## src/rtl/kmeans_regfile_v2.sv

```systemverilog
`timescale 1ns/1ps
// Second-generation K-means register file: one-wait-state APB slave for the host,
// register/RAM-loader side-band toward the k-means core.
module kmeans_regfile_v2 #(
  parameter int DATA_W   = 91,
  parameter int ADDR_W   = 9,
  parameter int RAM_AW   = 9,
  parameter int NUM_CENT = 8,
  parameter int THR_W    = 16,
  parameter int REGN_W   = 5
) (
  input  logic              clk,
  input  logic              rst,
  input  logic [ADDR_W-1:0] paddr,
  input  logic              psel,
  input  logic              penable,
  input  logic              pwrite,
  input  logic [DATA_W-1:0] pwdata,
  output logic [DATA_W-1:0] prdata,
  output logic              pready,
  output logic              pslverr,
  output logic              irq,
  input  logic              core_done,
  input  logic [REGN_W-1:0] core_reg_num,
  input  logic              core_reg_write,
  input  logic [DATA_W-1:0] core_reg_wdata,
  output logic [DATA_W-1:0] core_rdata,
  output logic              go_core,
  output logic [RAM_AW-1:0] ram_addr_out,
  output logic [DATA_W-1:0] ram_data_out,
  output logic              ram_we_n,
  output logic              ram_cs_n,
  output logic [RAM_AW-1:0] first_addr_out,
  output logic [RAM_AW-1:0] last_addr_out,
  output logic [THR_W-1:0]  threshold_out
);

  localparam logic [1:0] APB_IDLE   = 2'd0;
  localparam logic [1:0] APB_SETUP  = 2'd1;
  localparam logic [1:0] APB_ACCESS = 2'd2;

  localparam logic [1:0] RUN_IDLE = 2'd0;
  localparam logic [1:0] RUN_BUSY = 2'd1;
  localparam logic [1:0] RUN_DONE = 2'd2;

  localparam int MAP_N     = 32;
  localparam int CENT_BASE = 16;
  localparam logic [MAP_N-1:0] MAP_VALID =
      MAP_N'(32'h1FF) | (MAP_N'((64'd1 << NUM_CENT) - 64'd1) << CENT_BASE);

  logic [1:0]        apb_state_reg, apb_state_next;
  logic [1:0]        run_state_reg;
  logic              done_sticky_reg, err_sticky_reg;
  logic [RAM_AW-1:0] ram_addr_reg, first_reg, last_reg;
  logic [DATA_W-1:0] ram_data_reg;
  logic [THR_W-1:0]  thresh_reg;
  logic              auto_inc_reg, irq_en_reg;
  logic [15:0]       runs_reg;
  logic              strobe_reg;
  logic [DATA_W-1:0] cent_reg [NUM_CENT];
  logic [DATA_W-1:0] map_word [MAP_N];

  int unsigned apb_i, core_i;
  logic apb_mapped, core_mapped, status_w1c_ok, apb_err, access, commit, core_cent_wr;

  assign apb_i  = 32'(paddr);
  assign core_i = 32'(core_reg_num);
  assign apb_mapped  = (apb_i < MAP_N) && MAP_VALID[apb_i[4:0]];
  assign core_mapped = (core_i < MAP_N) && MAP_VALID[core_i[4:0]];

  // Only bit2 of STATUS is writable; any other set bit makes the write illegal.
  assign status_w1c_ok = ((pwdata & ~DATA_W'(4)) == '0);
  assign apb_err = !apb_mapped
                 || (pwrite && apb_i == 0 && !status_w1c_ok)
                 || (pwrite && apb_i == 8)
                 || (pwrite && run_state_reg == RUN_BUSY && apb_i != 0);

  assign access = (apb_state_reg == APB_ACCESS) && psel && penable;
  assign commit = access && pwrite && !apb_err;
  assign core_cent_wr = core_reg_write && (run_state_reg == RUN_BUSY)
                      && (core_i >= CENT_BASE) && (core_i < CENT_BASE + NUM_CENT);

  assign pready  = access;
  assign pslverr = access && apb_err;
  assign prdata  = (access && !apb_err && !pwrite) ? map_word[apb_i[4:0]] : '0;

  assign irq            = done_sticky_reg && irq_en_reg;
  assign go_core        = (run_state_reg == RUN_BUSY);
  assign ram_we_n       = !strobe_reg;
  assign ram_cs_n       = !strobe_reg;
  assign first_addr_out = first_reg;
  assign last_addr_out  = last_reg;
  assign threshold_out  = thresh_reg;

  always_comb begin
    apb_state_next = apb_state_reg;
    case (apb_state_reg)
      APB_IDLE:   if (psel && !penable) apb_state_next = APB_SETUP;
      APB_SETUP:  if (!psel) apb_state_next = APB_IDLE;
                  else if (penable) apb_state_next = APB_ACCESS;
      default:    apb_state_next = APB_IDLE;
    endcase
  end

  // Common read view shared by the APB and core ports; unmapped slots stay zero.
  always_comb begin
    for (int i = 0; i < MAP_N; i++) map_word[i] = '0;
    map_word[0] = DATA_W'({err_sticky_reg, done_sticky_reg, run_state_reg});
    map_word[2] = DATA_W'(ram_addr_reg);
    map_word[3] = ram_data_reg;
    map_word[4] = DATA_W'(first_reg);
    map_word[5] = DATA_W'(last_reg);
    map_word[6] = DATA_W'(thresh_reg);
    map_word[7] = DATA_W'({irq_en_reg, auto_inc_reg});
    map_word[8] = DATA_W'(runs_reg);
    for (int i = 0; i < NUM_CENT; i++) map_word[CENT_BASE + i] = cent_reg[i];
  end

  generate
    for (genvar gi = 0; gi < NUM_CENT; gi++) begin : g_cent
      logic [DATA_W-1:0] value_reg;
      always_ff @(posedge clk) begin
        if (rst) begin
          value_reg <= '0;
        end else if (commit && apb_i == 32'(CENT_BASE + gi)) begin
          value_reg <= pwdata;
        end else if (core_cent_wr && core_i == 32'(CENT_BASE + gi)) begin
          value_reg <= core_reg_wdata;
        end
      end
      assign cent_reg[gi] = value_reg;
    end
  endgenerate

  always_ff @(posedge clk) begin
    if (rst) begin
      apb_state_reg   <= APB_IDLE;
      run_state_reg   <= RUN_IDLE;
      done_sticky_reg <= 1'b0;
      err_sticky_reg  <= 1'b0;
      ram_addr_reg    <= '0;
      ram_data_reg    <= '0;
      first_reg       <= '0;
      last_reg        <= '0;
      thresh_reg      <= '0;
      auto_inc_reg    <= 1'b0;
      irq_en_reg      <= 1'b0;
      runs_reg        <= '0;
      strobe_reg      <= 1'b0;
      ram_addr_out    <= '0;
      ram_data_out    <= '0;
      core_rdata      <= '0;
    end else begin
      apb_state_reg <= apb_state_next;
      strobe_reg    <= 1'b0;
      core_rdata    <= core_mapped ? map_word[core_i[4:0]] : '0;
      if (strobe_reg && auto_inc_reg) ram_addr_reg <= ram_addr_reg + RAM_AW'(1);
      if (access && apb_err) err_sticky_reg <= 1'b1;
      if (commit) begin
        case (apb_i[4:0])
          5'd0: if (pwdata[2]) begin
                  done_sticky_reg <= 1'b0;
                  if (run_state_reg == RUN_DONE) run_state_reg <= RUN_IDLE;
                end
          5'd1: if (pwdata[0]) run_state_reg <= RUN_BUSY;
          5'd2: ram_addr_reg <= pwdata[RAM_AW-1:0];
          5'd3: begin
                  ram_data_reg <= pwdata;
                  ram_data_out <= pwdata;
                  ram_addr_out <= ram_addr_reg;
                  strobe_reg   <= 1'b1;
                end
          5'd4: first_reg  <= pwdata[RAM_AW-1:0];
          5'd5: last_reg   <= pwdata[RAM_AW-1:0];
          5'd6: thresh_reg <= pwdata[THR_W-1:0];
          5'd7: begin
                  auto_inc_reg <= pwdata[0];
                  irq_en_reg   <= pwdata[1];
                end
          default: ;
        endcase
      end
      // Run completion is evaluated last so a simultaneous W1C cannot lose it.
      if (core_done && run_state_reg == RUN_BUSY) begin
        run_state_reg   <= RUN_DONE;
        runs_reg        <= runs_reg + 16'd1;
        done_sticky_reg <= 1'b1;
      end
    end
  end

endmodule
```

## config.mk

```make
export PLATFORM = sky130hd
export DESIGN_NAME = kmeans_regfile_v2
export DESIGN_NICKNAME = d
export VERILOG_FILES = /design/src/rtl/kmeans_regfile_v2.sv
export SDC_FILE = /design/constraint.sdc
export NUM_CORES = 2
export LEC_CHECK = 0
export BUFFER_PORTS_ARGS = -buffer_cell sky130_fd_sc_hd__buf_2
export CORE_MARGIN = 10
export CORE_UTILIZATION = 55
export DETAILED_ROUTE_END_ITERATION = 6
export MAX_ROUTING_LAYER = met4
export PLACE_DENSITY = 0.78
export REMOVE_ABC_BUFFERS = 1
export SKIP_CTS_REPAIR_TIMING = 1
export SYNTH_ARGS = -nofsm -noshare
export SYNTH_HDL_FRONTEND = slang
export SYNTH_SLANG_ARGS = --single-unit
```

## constraint.sdc

```tcl
create_clock -name clk -period 2.6 [get_ports clk]
set_input_delay 0.26 -clock clk [delete_from_list [all_inputs] [get_ports clk]]
set_output_delay 0.26 -clock clk [all_outputs]
set_load 0.01 [all_outputs]
```

[After elaboration in Yosys (flattened, before gate mapping)]
Memory sizes are Yosys's and may differ from the RTL's.
Index checks and enable logic that the tools add are counted.
Word-level totals
  register bits: 987
  memory bits (read-only): 64
  memories kept: 2
  logic and storage cells: 195
Memories
  (name not given): words 32, width 1, read ports 1, clocked after memory_dff 0, write ports 0, line 69  | assign core_mapped = (core_i < MAP_N) && MAP_VALID[core_i[4:0]];
  (name not given): words 32, width 1, read ports 1, clocked after memory_dff 0, write ports 0, line 68  | assign apb_mapped = (apb_i < MAP_N) && MAP_VALID[apb_i[4:0]];
Operators by class
  reduce and logical (&&, ||, !) cells: 76
  add/sub/neg operators: 2
  eq/ne operators: 36
  $lt $le $gt $ge: 8
  mux-type cells: 43
  bitwise gates (word level): 4
Operators with widths (count)
  $mux 91: 21
  $bmux 91 s5: 2
  $logic_not 91->1: 1
  $eq 9x5->1 const B: 8
  $eq 5x5->1 const B: 8
  $logic_and 1x1->1: 37
  $logic_not 32->1: 1
  $reduce_bool 32->1: 1
  $mux 9: 3
  $reduce_bool 2->1: 12
  $eq 5x3->1 const B: 4
  $lt 5x6->1 const B: 3
  $add 16x1->16 const B: 1
  $mux 2: 8
  $ge 6x6->1 const B: 2
  $ne 3x3->1 const B: 4
  $not 5->6: 2
  $reduce_and 2->1: 6
  $eq 5x2->1 const B: 2
  $reduce_and 5->1: 2
  $add 9x1->9 const B: 1
  $eq 9x4->1 const B: 1
  $lt 9x6->1 const B: 1
  $ne 2x2->1 const B: 4
  15 further kinds: 34

[Logic depth before layout (Yosys ltp)]
  word-level depth: 11
  depth in mapped cells: 9
  depth with buffers taken out: 6

[Worst setup path before layout]
OpenSTA, ideal clock, no wires.
  kind: input -> output
  start point: input paddr[0]
  end point: output prdata[5]
  path buffers: 3
  data required time: 2340 ps
  data arrival time: 2114 ps
  slack: 226 ps
  stages on the path: 8
  cell sequence: buf_2 -> buf_2 -> buf_1 -> mux4_2 -> mux2i_1 -> nor2_1 -> a31oi_1 -> nor2_1
Between the ends
  word-level cells in the longest chain between the ends: 11
RTL lines
  start, declared: line 14  | input logic [ADDR_W-1:0] paddr,
  $mem_v2 32x1
  $mux 1 (not written as such): line 68
  $logic_and 1x1->1: line 68
  $logic_not 1->1: line 73  | assign apb_err = !apb_mapped
  $logic_or 1x1->1: line 74  | || (pwrite && apb_i == 0 && !status_w1c_ok)
  $logic_or 1x1->1: line 75  | || (pwrite && apb_i == 8)
  $logic_or 1x1->1: line 76  | || (pwrite && run_state_reg == RUN_BUSY && apb_i != 0);
  $logic_not 1->1: line 85  | assign prdata = (access && !apb_err && !pwrite) ? map_word[apb_i[4:0]] : '0;
  $logic_and 1x1->1 (2 in series): line 85
  $mux 91 (*): line 85
  end, declared: line 19  | output logic [DATA_W-1:0] prdata,
Mark *: on every way between the ends. The rest lies on a longest branch, timed or not. The select of a mux whose other input is x is not followed.

[Worst setup path after layout]
  start point: input pwdata[29]
  end point: output pslverr
Between the ends
  word-level cells in the longest chain between the ends: 7
RTL lines
  start, declared: line 18  | input logic [DATA_W-1:0] pwdata,
  $logic_not 91->1: line 72  | assign status_w1c_ok = ((pwdata & ~DATA_W'(4)) == '0);
  $logic_not 1->1: line 74
  $logic_and 1x1->1: line 74
  $logic_or 1x1->1: line 74
  $logic_or 1x1->1: line 75
  $logic_or 1x1->1: line 76
  $logic_and 1x1->1: line 84  | assign pslverr = access && apb_err;
  end, declared: line 21  | output logic pslverr,
No other way between the ends.

==> summary.txt <==
Yosys
  • FF+latch count, synth: 987
  • Post-synth top flop: dfxtp_1
  • Cell count after synthesis: 5660
  • Mean post-synth cell area: 9.74 um2
  • Sequential cell area fraction in the yosys report: 0.358
  • Synth Cell Area: 0.0551 mm2
  • Fraction of registers with async set/reset: 0
  • Top cell type's share of synthesized area: 0.358
  • Unique cell type count in the Yosys netlist: 69
  • Synth warn: 0
  • Top post-synthesis cells by area: dfxtp_1, mux2i_1, mux4_2
  • Post-synth EDFFs: 0
  • Cell taking the most area after synthesis: dfxtp_1

Global route
  • First-pass GRT wire length: 296000 um
  • Number of antenna violations at the first check in global routing: 21
  • Pin count of the biggest net entering global routing: 159
  • Vias in the first global route: 49127
  • Total GRT Usage: 0.342
  • GRT overflow: 0

Timing
  • Final TNS setup: -538 ps
  • Final worst-path setup slack: -251 ps
  • F_max: 351 MHz
  • RSZ-0062 raised after global routing: true
  • Rel. slew slack: 0.352
  • Max-slew violation count: 0
  • Skew final: 18.1 ps
  • Worst Tran Pin Value: 973 ps
  • Final period utilization: 1.10
  • Hold slack: -61.1 ps
  • Final hold vios: 124
  • Final worst path period need: 2850 ps
  • Endpoints failing setup: 16

Drt
  • Routed WL: 205000 um
  • DRT iter0 DRCs: 6925
  • Routed Antenna Nets: 0
  • DRC: 0
  • Routed vias: 50730
  • Vias per cell: 6.90
  • Average wire per cell in the routed design: 27.9 um
  • Pre-antenna DRT Iters: 6

Worst setup path
  • Reg2reg path depth: 9
  • WP data required: 2340 ps
  • Worst setup EP type: output port
  • CP max FO: 2
  • CP startpoint kind: input pin
  • Crit Path Class: in2out
  • CP arrival: 2590 ps

Layout
  • Footprint of the multi-input gates: 0.0329 mm2
  • FF/Latch Area: 0.0198 mm2
  • Layout Area Growth over Synthesis: 19.2%
  • Filler cells: 7328
  • Final Non-Filler Cells: 7351
  • Share of cells above drive strength 1: 0.263
  • Final nets: 6151
  • Max FFs per register: 728

Power and ir drop
  • Worst IR Drop VDD: 0.574 mV
  • Power per Cell Area: 511 mW/mm2
  • Leakage power: 24.8 nW

Floorplanning
  • Initial Util: 0.552
  • CORE AREA: 0.0999 mm2
  • Die X: 337 um
  • Die Footprint: 0.113 mm2
  • IO Pins: 525
  • Die Ht: 337 um
  • FP Rows: 116

Placement
  • Hpwl dp: 125000 um
  • Inst Count DP: 7029
  • Routability Congestion: 0.961
  • Port buffer count: 524

Clocking
  • Worst-Skew Late Latency: 710 ps
  • CTS buffer count: 104
  • H-tree lvl count: 3
  • Clk buf depth: 3
  • Worst-path clk slew: 60 ps
  • Clock sinks: 987
  • Clock tree from TritonCTS: built
  • Clock root cell: clkbuf_16

Min path
  • Hold Path Stages: 3
  • Hold WC Path Type: in2reg

Flow run
  • Max cap viols: 0

Run status
  • Status: finished, violations left
  • Failing checks: hold timing, setup timing
## critical path, stage by stage
cell and delay (ps):
buf_2 140, nor4_4 440, nand4_1 550, buf_6 330
or4_4 440, o21ai_4 190, nand2b_1 90, buf_2 150
## synthesized netlist by cell type, drive strengths merged, types with 3 or more instances
cell and instances:
a211oi 738, nor2b 22, a21boi 8, nor4 29, inv 5, nor3 11
a222oi 5, o22ai 3, a2bb2oi 3, xnor2 12, and3 5, clkbuf 461
mux2i 867, and4 5, mux2 18, a21o 6, mux4 368, buf 285
a2111oi 3, a22o 18, or3 3, or4 5, o21ai 18, o211ai 5
nand2b 14, dfxtp 987, o2111ai 10, o2bb2ai 7, a21oi 275, nor3b 5
nand4 11, nor4b 4, nand3 7, o22a 9, and2 7, xor2 8
a22oi 109, nand2 294, nor2 983, o21a 5
## routing by layer
metal / share of wire / track usage / vias to the layer above
li1: - / - / 21494
met5: 0 / - / -
met3: 0.12 / 0.0669 / 795
met4: 0.059 / 0.187 / 0
met1: 0.37 / 0.428 / 24732
met2: 0.45 / 0.520 / 3709
## stage by stage
stage / worst slack [ps] / total power [W] / area (um2) / util
after CTS: -1070 / 0.0334 / 63600 / 0.636
after global routing: -150 / 0.0342 / 65700 / 0.658
after global placement: -1030 / 0.0176 / 59900 / 0.600
final: -251 / 0.0336 / 65700 / 0.658
after floorplan: -11750 / 0.0159 / 52000 / -
after detailed placement: -1070 / 0.0176 / 59900 / 0.600
## cell usage in the layout, fill, tap and decap left out, types with 11 or more instances in the layout
cell           Yosys  final
nand2_1          294    291
buf_6             34     61
mux2i_1          867    866
buf_12             0    101
mux2_2            18     18
nor2_1           981    920
buf_2             84    464
dfxtp_1          987    986
diode_2            0     25
nand2b_1          14     11
xnor2_1           12     12
clkbuf_1         461     18
mux4_2           368    368
a211oi_2          92     92
nor2b_1           22     22
nor4_1            29     24
a22oi_1          109    109
a211oi_1         646    646
a22o_1            18     18
nor2_4             1     60
nand4_1           11     11
clkinv_2           0     21
a21oi_1          274    274
dlygate4sd3_1      0     92
clkbuf_8           0     21
buf_4              4    193
o21ai_0           18     17
clkbuf_16          0    113
bufinv_16          0     14
## final timing paths
path | endpoint | start | slack [ps]
setup / recovery | pslverr | pwdata[29] | -250
hold / removal | g_cent[4].value_reg[43]$_SDFFE_PP0P_ | pwdata[43] | -60
setup reg to reg | g_cent[0].value_reg[61]$_SDFFE_PP0P_ | run_state_reg[0]$_SDFFE_PP0P_ | 140
hold reg to reg | apb_state_reg[1]$_SDFFE_PP0P_ | apb_state_reg[1]$_SDFFE_PP0P_ | 410
## power by group
part / leakage, nW / internal (W) / total, W / switching (W)
logic: 15.1 / 0.000801 / 0.00242 / 0.00162
clock network: 1.79 / 0.00948 / 0.0160 / 0.00656
registers: 7.95 / 0.0151 / 0.0151 / 0.000000424
total: 24.8 / 0.0254 / 0.0336 / 0.00817
## layout make-up
| cell class | instances | share of cell area |
|---|---|---|
| flip-flops and latches | 987 | 0.301 |
| inverters | 5 | 0.000286 |
| multi-input cells | 3922 | 0.501 |
| well taps | 1298 | 0.0247 |
| repair buffers | 926 | 0.117 |
| clock inverters | 42 | 0.00887 |
| clock buffers | 146 | 0.0462 |
| diodes | 25 | 0.000952 |
## logic make-up (layout without fill, tap and decap cells)
logic type,after synthesis,after routing,synth area share
compound gates,1235,1235,0.166
xor+xnor,20,20,0.00318
fa+ha+maj,2,2,0.000454
buf+inv,751,1119,0.0579
flops,987,987,0.358
mux,1253,1253,0.311
other cells,0,25,0
simple gates,1412,1412,0.103
Power figures use the tool's default switching activity.
